==> config.mk <==
export PLATFORM = sky130hd
export DESIGN_NAME = am_query_scheduler
export DESIGN_NICKNAME = d
export VERILOG_FILES = /design/src/rtl/am_pkg.sv /design/src/rtl/am_tally_counter.sv /design/src/rtl/am_query_scheduler.sv
export SDC_FILE = /design/constraint.sdc
export NUM_CORES = 1
export LEC_CHECK = 0
export ABC_AREA = 1
export ABC_CLOCK_PERIOD_IN_PS = 3100
export BUFFER_PORTS_ARGS = -buffer_cell sky130_fd_sc_hd__buf_2
export CAP_MARGIN = 10
export CORE_MARGIN = 2
export CORE_UTILIZATION = 30
export CTS_BUF_LIST = sky130_fd_sc_hd__clkbuf_4 sky130_fd_sc_hd__clkbuf_8 sky130_fd_sc_hd__clkbuf_16
export DETAILED_ROUTE_END_ITERATION = 6
export PLACE_DENSITY_LB_ADDON = 0.1
export RECOVER_POWER = 100
export SKIP_CTS_REPAIR_TIMING = 1
export SYNTH_ARGS = -nofsm -noshare
export SYNTH_HDL_FRONTEND = slang
export SYNTH_SLANG_ARGS = --single-unit
export TNS_END_PERCENT = 5
==> constraint.sdc <==
create_clock -name clk -period 3.1 [get_ports clk]
set_input_delay 0.155 -clock clk [delete_from_list [all_inputs] [get_ports clk]]
set_output_delay 0.155 -clock clk [all_outputs]
set_load 0.02 [all_outputs]
==> src/rtl/am_pkg.sv <==
// -----------------------------------------------------------------------------
// am_pkg
// Shared constants and types for the associative-memory query datapath.
//   HV_DIM / DIMS_PER_CC  : hypervector length and dimensions handled per cycle
//   SEQ_CYCLE_COUNT       : segments swept per query
//   CTR_W                 : width of the segment counter
//   NUM_CLASSES / CLASS_W : class count and class index width
//   CNT_W                 : width of the accuracy tally counters
//   am_sched_state_t      : query scheduler FSM states
// -----------------------------------------------------------------------------
package am_pkg;

    localparam int HV_DIM          = 2048;
    localparam int DIMS_PER_CC     = 512;
    localparam int SEQ_CYCLE_COUNT = HV_DIM / DIMS_PER_CC;
    localparam int CTR_W           = $clog2(SEQ_CYCLE_COUNT);
    localparam int NUM_CLASSES     = 26;
    localparam int CLASS_W         = $clog2(NUM_CLASSES);
    localparam int CNT_W           = 16;

    typedef enum logic [2:0] {
        IDLE    = 3'd0,
        COMPARE = 3'd1,
        INFER   = 3'd2,
        CAPTURE = 3'd3,
        RESULT  = 3'd4,
        DONE    = 3'd5
    } am_sched_state_t;

endpackage

==> src/rtl/am_tally_counter.sv <==
// -----------------------------------------------------------------------------
// am_tally_counter
// Saturating up-counter: increments on inc_i, holds at all-ones, cleared by a
// synchronous active-high reset.
//   clk_i   : clock
//   rst_i   : synchronous reset, active-high
//   inc_i   : increment request for this cycle
//   count_o : current count (registered)
// -----------------------------------------------------------------------------
module am_tally_counter
    import am_pkg::*;
#(
    parameter int W = CNT_W
) (
    input  logic         clk_i,
    input  logic         rst_i,
    input  logic         inc_i,
    output logic [W-1:0] count_o
);

    logic [W-1:0] count_q;

    // Count up on request, sticking at all-ones instead of wrapping.
    always_ff @(posedge clk_i) begin
        if (rst_i) begin
            count_q <= '0;
        end else if (inc_i && (count_q != {W{1'b1}})) begin
            count_q <= count_q + W'(1);
        end
    end

    assign count_o = count_q;

endmodule

==> src/rtl/am_query_scheduler.sv <==
// -----------------------------------------------------------------------------
// am_query_scheduler
// Sequences one query hypervector at a time through the associative memory:
// accepts a query + label, sweeps the segment counter, pulses class inference,
// captures the comparator winner, scores it against the label and keeps
// running accuracy tallies.
//
// Optional build macro: AM_SCHED_STALL_CNT_EN adds stall_cycles, counting
// result back-pressure cycles and IDLE cycles starved of a query.
//
// Ports:
//   clk, nrst (sync, active-high), en (global freeze when 0)
//   start_querying, query_valid/query_ready, query_label, query_last : query in
//   hv_load, query_ctr, comparing_query_hv_with_class_hv, inferring_class :
//       datapath control
//   class_inference : comparator result
//   result_valid/result_ready, result_class, result_correct : result out
//   correct_count, total_count, tallying_accuracy : accuracy tallies
//   stall_cycles (optional)
// -----------------------------------------------------------------------------
module am_query_scheduler
    import am_pkg::*;
(
    input  logic               clk,
    input  logic               nrst,
    input  logic               en,
    input  logic               start_querying,
    input  logic               query_valid,
    output logic               query_ready,
    input  logic [CLASS_W-1:0] query_label,
    input  logic               query_last,
    output logic               hv_load,
    output logic [CTR_W-1:0]   query_ctr,
    output logic               comparing_query_hv_with_class_hv,
    output logic               inferring_class,
    input  logic [CLASS_W-1:0] class_inference,
    output logic               result_valid,
    input  logic               result_ready,
    output logic [CLASS_W-1:0] result_class,
    output logic               result_correct,
    output logic [CNT_W-1:0]   correct_count,
    output logic [CNT_W-1:0]   total_count,
    output logic               tallying_accuracy
`ifdef AM_SCHED_STALL_CNT_EN
    ,
    output logic [CNT_W-1:0]   stall_cycles
`endif
);

    localparam logic [CTR_W-1:0] LAST_SEG = CTR_W'(SEQ_CYCLE_COUNT - 1);

    am_sched_state_t    state_q;
    logic [CTR_W-1:0]   ctr_q;
    logic               hv_load_q;
    logic               comparing_q;
    logic               inferring_q;
    logic               result_valid_q;
    logic [CLASS_W-1:0] result_class_q;
    logic               result_correct_q;
    logic               tally_q;
    logic [CLASS_W-1:0] label_q;
    logic               last_q;

    logic query_ready_s;
    logic accept_s;
    logic match_s;
    logic total_inc_s;
    logic correct_inc_s;

    // Ready is combinational so the RESULT fast path can accept the next query
    // in the same cycle the current result is taken; held low in reset/freeze.
    always_comb begin
        query_ready_s = 1'b0;
        case (state_q)
            IDLE:    query_ready_s = en & ~nrst & start_querying;
            RESULT:  query_ready_s = en & ~nrst & start_querying & result_ready & ~last_q;
            default: query_ready_s = 1'b0;
        endcase
    end

    assign accept_s      = query_valid & query_ready_s;
    assign match_s       = (class_inference == label_q);
    assign total_inc_s   = en & (state_q == CAPTURE);
    assign correct_inc_s = total_inc_s & match_s;

    // Scheduler FSM with all control outputs registered.
    always_ff @(posedge clk) begin
        if (nrst) begin
            state_q          <= IDLE;
            ctr_q            <= '0;
            hv_load_q        <= 1'b0;
            comparing_q      <= 1'b0;
            inferring_q      <= 1'b0;
            result_valid_q   <= 1'b0;
            result_class_q   <= '0;
            result_correct_q <= 1'b0;
            tally_q          <= 1'b0;
            label_q          <= '0;
            last_q           <= 1'b0;
        end else if (en) begin
            hv_load_q <= 1'b0;
            case (state_q)
                IDLE: begin
                    if (accept_s) begin
                        label_q     <= query_label;
                        last_q      <= query_last;
                        hv_load_q   <= 1'b1;
                        ctr_q       <= '0;
                        comparing_q <= 1'b1;
                        state_q     <= COMPARE;
                    end
                end
                COMPARE: begin
                    if (ctr_q == LAST_SEG) begin
                        ctr_q       <= '0;
                        comparing_q <= 1'b0;
                        inferring_q <= 1'b1;
                        state_q     <= INFER;
                    end else begin
                        ctr_q <= ctr_q + CTR_W'(1);
                    end
                end
                INFER: begin
                    inferring_q <= 1'b0;
                    state_q     <= CAPTURE;
                end
                CAPTURE: begin
                    result_class_q   <= class_inference;
                    result_correct_q <= match_s;
                    result_valid_q   <= 1'b1;
                    state_q          <= RESULT;
                end
                RESULT: begin
                    if (result_ready) begin
                        result_valid_q <= 1'b0;
                        if (last_q) begin
                            tally_q <= 1'b1;
                            state_q <= DONE;
                        end else if (accept_s) begin
                            // Back-to-back: skip IDLE and start sweeping now.
                            label_q     <= query_label;
                            last_q      <= query_last;
                            hv_load_q   <= 1'b1;
                            ctr_q       <= '0;
                            comparing_q <= 1'b1;
                            state_q     <= COMPARE;
                        end else begin
                            state_q <= IDLE;
                        end
                    end
                end
                DONE: begin
                    state_q <= DONE;
                end
                default: begin
                    state_q <= IDLE;
                end
            endcase
        end
    end

    am_tally_counter #(.W(CNT_W)) u_total_cnt (
        .clk_i   (clk),
        .rst_i   (nrst),
        .inc_i   (total_inc_s),
        .count_o (total_count)
    );

    am_tally_counter #(.W(CNT_W)) u_correct_cnt (
        .clk_i   (clk),
        .rst_i   (nrst),
        .inc_i   (correct_inc_s),
        .count_o (correct_count)
    );

`ifdef AM_SCHED_STALL_CNT_EN
    logic stall_inc_s;

    assign stall_inc_s = en & (((state_q == RESULT) & ~result_ready) |
                               ((state_q == IDLE) & start_querying & ~query_valid));

    am_tally_counter #(.W(CNT_W)) u_stall_cnt (
        .clk_i   (clk),
        .rst_i   (nrst),
        .inc_i   (stall_inc_s),
        .count_o (stall_cycles)
    );
`endif

    assign query_ready                      = query_ready_s;
    assign hv_load                          = hv_load_q;
    assign query_ctr                        = ctr_q;
    assign comparing_query_hv_with_class_hv = comparing_q;
    assign inferring_class                  = inferring_q;
    assign result_valid                     = result_valid_q;
    assign result_class                     = result_class_q;
    assign result_correct                   = result_correct_q;
    assign tallying_accuracy                = tally_q;

endmodule

# After elaboration in Yosys (flattened, before gate mapping)
# Index checks and enable logic that the tools add are counted.
# op_classes
addsub,3
eq_ne,13
muxes,34
n_bitwise,9
n_reduce_logical,16
# op_table
cell,n
"16-bit by 1-bit adder with 16-bit output, second input constant",2
"16-bit inequality test, second input constant",2
4-bit AND reduction,5
3-bit case mux with 6 select lines,1
5-bit 2-to-1 mux,3
1-bit 2-to-1 mux,14
3-bit 2-to-1 mux,4
1-bit case mux with 2 select lines,5
5-bit case mux with 2 select lines,1
2-bit 2-to-1 mux,4
"2-bit inequality test, second input constant",4
1-bit AND,7
"3-bit by 2-bit equality test with 1-bit output, second input constant",2
"3-bit equality test, second input constant",2
2-bit case mux with 3 select lines,1
3-bit AND reduction,2
2-bit nonzero test,3
5-bit equality test,1
5-bit AND reduction,1
"3-bit by 1-bit equality test with 1-bit output, second input constant",1
3-bit zero test,1
1-bit case mux with 3 select lines,1
3-bit nonzero test,1
"2-bit by 1-bit adder with 2-bit output, second input constant",1
4 further kinds,6
# word_totals
ff_bits,54
input_bits,17
output_inout_bits,46
elab_cells,88

# Depth between registers and ports, before layout
# logic_depth
word_depth,11
mapped_depth,10
ltp_nobuf,10

# Hierarchy
# A second synthesis with hierarchy kept.
# unflattened
cells_unflattened,464
area_unflattened_um2,3012.9
# by_module_without_submodules
mod,instances,cells_per_inst,area_each_um2,seq_area_each_um2
am_query_scheduler,1,154,1096.1,440.4
am_tally_counter (u_total_cnt),1,161,987.2,320.3
am_tally_counter (u_correct_cnt),1,149,929.6,320.3

# Worst setup path after synthesis
# No wires, ideal clock.
# synth_timing
path_type,register -> register
start,"register u_correct_cnt.count_q[0], in the netlist u_correct_cnt.count_o[0]"
end,"register u_correct_cnt.count_q[5], in the netlist u_correct_cnt.count_o[5]"
setup_ns,0.070
t_arrival_ns,1.575
required_time_ns,3.030
path_slack_ns,1.455
path_stages_with_launch,11
n_path_buf,1
period_less_slack_ns,1.645
cell_sequence,dfxtp_1 -> ha_1 -> nand2_1 -> inv_1 -> nand2_2 -> nor2_4 -> nand2_2 -> nand4_2 -> buf_6 -> nand2_1 -> a21oi_1
# synth_between
elab_chain_len,2
word_cells_on_any_way,3
classes_between,add/sub: 1; eq/ne: 1; reduce/logical: 1
# synth_rtl
item,line,rtl
from (decl),am_tally_counter.sv:21,logic [W-1:0] count_q;
from (signal assigned),am_tally_counter.sv:28,count_q <= count_q + W'(1);
branches (longest 2 deep; another with 16-bit by 1-bit adder with 16-bit output),--,
# Parallel ways; which one is timed is not known.
# A chain may end at the register's enable or synchronous reset.

# Worst setup path in the final report
# layout_timing
start,register state_q[2]
end,"register u_total_cnt.count_q[5], in the netlist u_total_cnt.count_o[5]"
# layout_between
elab_chain_len,3
# layout_rtl
item,line,rtl
from (decl),am_query_scheduler.sv:52,am_sched_state_t state_q;
from (signal assigned),am_query_scheduler.sv:89,state_q <= IDLE;
from (signal assigned),am_query_scheduler.sv:110,state_q <= COMPARE;
from (signal assigned),am_query_scheduler.sv:118,state_q <= INFER;
3-bit by 2-bit equality test with 1-bit output,am_query_scheduler.sv:83,assign total_inc_s = en & (state_q == CAPTURE);
1-bit AND,am_query_scheduler.sv:83,
1-bit logical AND,am_tally_counter.sv:27,end else if (inc_i && (count_q != {W{1'b1}})) begin
to (signal assigned),am_tally_counter.sv:28,
to (decl),am_tally_counter.sv:21,
# Every way passes these cells.

==> results.ini <==
[floorplan]
fp.dieArea_um2=10900
placementRows=36
dieHeight_um=105
io_pins=63
dieWidth_um=105
start_util=0.309
core_um2=9820

[synthesis]
synth_flop_cell=dfxtp_1
synth_area_um2=3040
yosys_warnings=0
ys_async_sr_fraction=0
synth_cell_types=33
ys_seq_area_frac=0.356
yosys_register_bits=54
avgSynthCellArea_um2=6.56
synth-edff-count=0
syn_nets=483
syn_inst=463

[finish]
syn2layout_area_growth_pct=12.8
final_common_cell=nand2_1
multi_input_area_um2=1630
nFillCells=1117
antenna_cells=0
final_cell_mix=nand2_1, nor2_1, dfxtp_1
layout-drive-gt1-share=0.0672
final-seq-area_um2=1080
finalNetCount=540

[timing]
fin_setup_tns_ns=0
hold_viol_final=0
fin_crit_ns=2.39
drv_slew=0
finalSetupViolCount=0
grt_setup_unrepaired=no
finalClockSkew_ns=0.0111
fin_ws_ns=0.711
worstMarginPinSlew_ns=0.680
slew_headroom=0.547
min_period_over_period=0.771
fmax_ghz=0.419

[drt]
wl_met2_um=3720
final_antenna_net_count=0
finalWirelength_um=7970
drt_iter0_drc=104
wl_met3_um=293
routed_via_density=4.68
drtPass1Iterations=4
drc=0
maxUsedRoutingLayer=met4
num_vias=3061
wire_per_inst_um=12.2
wl_met1_um=3880

[global_route]
grt_max_degree=33
antenna_found_initial=0
grt_pass1_wl_um=13200
grt_pass1_vias=2792
grt.total_usage=0.145
gr-total-overflow=0

[clocking]
cts-root-buf=clkbuf_8
htree_levels=2
cts_buffer_depth=2
path_clk_slew_ns=0.11
cts-buffers-inserted=5
clock_sinks=54
tritoncts=built
clkLatencyLatePin_ns=0.31

[place]
portBuffers=62
gp_congestion=0.794
place_ws_ns=1.15
hpwl_um=5720

[run]
drv_cap=0

[worst_hold_path]
min_path_type=primary input to register

[critical_path]
worst-setup-path-type=register to register
required_ns=3.34
path_max_fanout=16
critPathCaptureType=register
critPathLaunchType=register
cp.arrival_ns=2.63

[power]
vdd_drop_max_v=0.000192
power_leakage_nw=1.33
power_density_nw_per_um2=347

[run_status]
status=completed

worst max-delay path, stage by stage (launching register included):
cell and delay [ns]:
dfxtp_1 0.39, inv_2 0.08, nand3_1 0.17, nor2_8 0.27
o21ai_0 0.18, nand2_1 0.43, inv_1 0.40, o21ai_0 0.26
nand2_1 0.07, nor2_1 0.08
worst paths after layout:
| path | from | cells past startpoint | end | slack (ns) |
|---|---|---|---|---|
| hold reg to reg | comparing_query_hv_with_class_hv | 2 | comparing_query_hv_with_class_hv | 0.45 |
| hold / removal | class_inference[1] | 3 | result_class[1] | 0.1 |
| setup / recovery | state_q[2] | 9 | u_total_cnt.count_o[5] | 0.71 |
| setup reg to reg | state_q[2] | 9 | u_total_cnt.count_o[5] | 0.71 |
per-stage QoR:
step	area [µm²]	instances	hold slack (ns)	utilization	total power, mW
2_1_floorplan	3040	463	0.234	-	0.769
4_1_cts	3530	654	0.0869	0.360	1.22
6_report	3430	654	0.0982	0.349	1.19
3_5_place_dp	3440	646	0.434	0.351	0.797
3_3_place_gp	3440	646	0.422	0.351	0.796
5_1_grt	3430	654	0.104	0.349	1.25
final cells by class:
cell class,instances,share of cell area
Clock buffer,6,0.0223
Sequential cell,54,0.316
Clock inverter,2,0.00402
Multi-Input combinational cell,343,0.476
Timing Repair Buffer,63,0.0760
Inverter,53,0.0581
Tap cell,133,0.0486
cells in the mapped netlist (5+ instances only):
library cell	instances	area share
dfxtp_1	54	0.36
xor2_1	7	0.020
nand3_1	41	0.068
clkbuf_1	6	0.0074
o21ai_0	14	0.023
xnor2_1	7	0.020
inv_1	48	0.059
nand2_1	131	0.16
nor2_1	57	0.070
a21oi_1	43	0.071
o21ai_1	5	0.0082
nand4_1	7	0.014
where the power goes:
| part | internal [mW] | switching (mW) |
|---|---|---|
| sequential | 0.698 | 0.00338 |
| clock | 0.169 | 0.243 |
| combinational | 0.0240 | 0.0524 |
metal layers:
| metal | global-route usage | vias to the layer above |
|---|---|---|
| li1 | - | 1596 |
| met1 | 0.190 | 1400 |
| met2 | 0.247 | 59 |
| met3 | 0.0256 | 6 |
| met4 | 0.0352 | 0 |
| met5 | 0 | - |
cell families after synthesis:
kind of cell,synth area share
buf+inv,0.0914
simple gates,0.385
compound gates,0.115
flops,0.356
fa+ha+maj,0.0124
xor+xnor,0.0404
state kept, by name, indices dropped and copies added (netlist names):
register and flops:
label_q 5, state_q 3, tallying_accuracy 1, last_q 1, comparing_query_hv_with_class_hv 1, hv_load 1
result_valid 1, query_ctr 2, inferring_class 1, result_class 5, u_total_cnt.count_o 16, result_correct 1
u_correct_cnt.count_o 16
(Power assumes the default switching activity.)
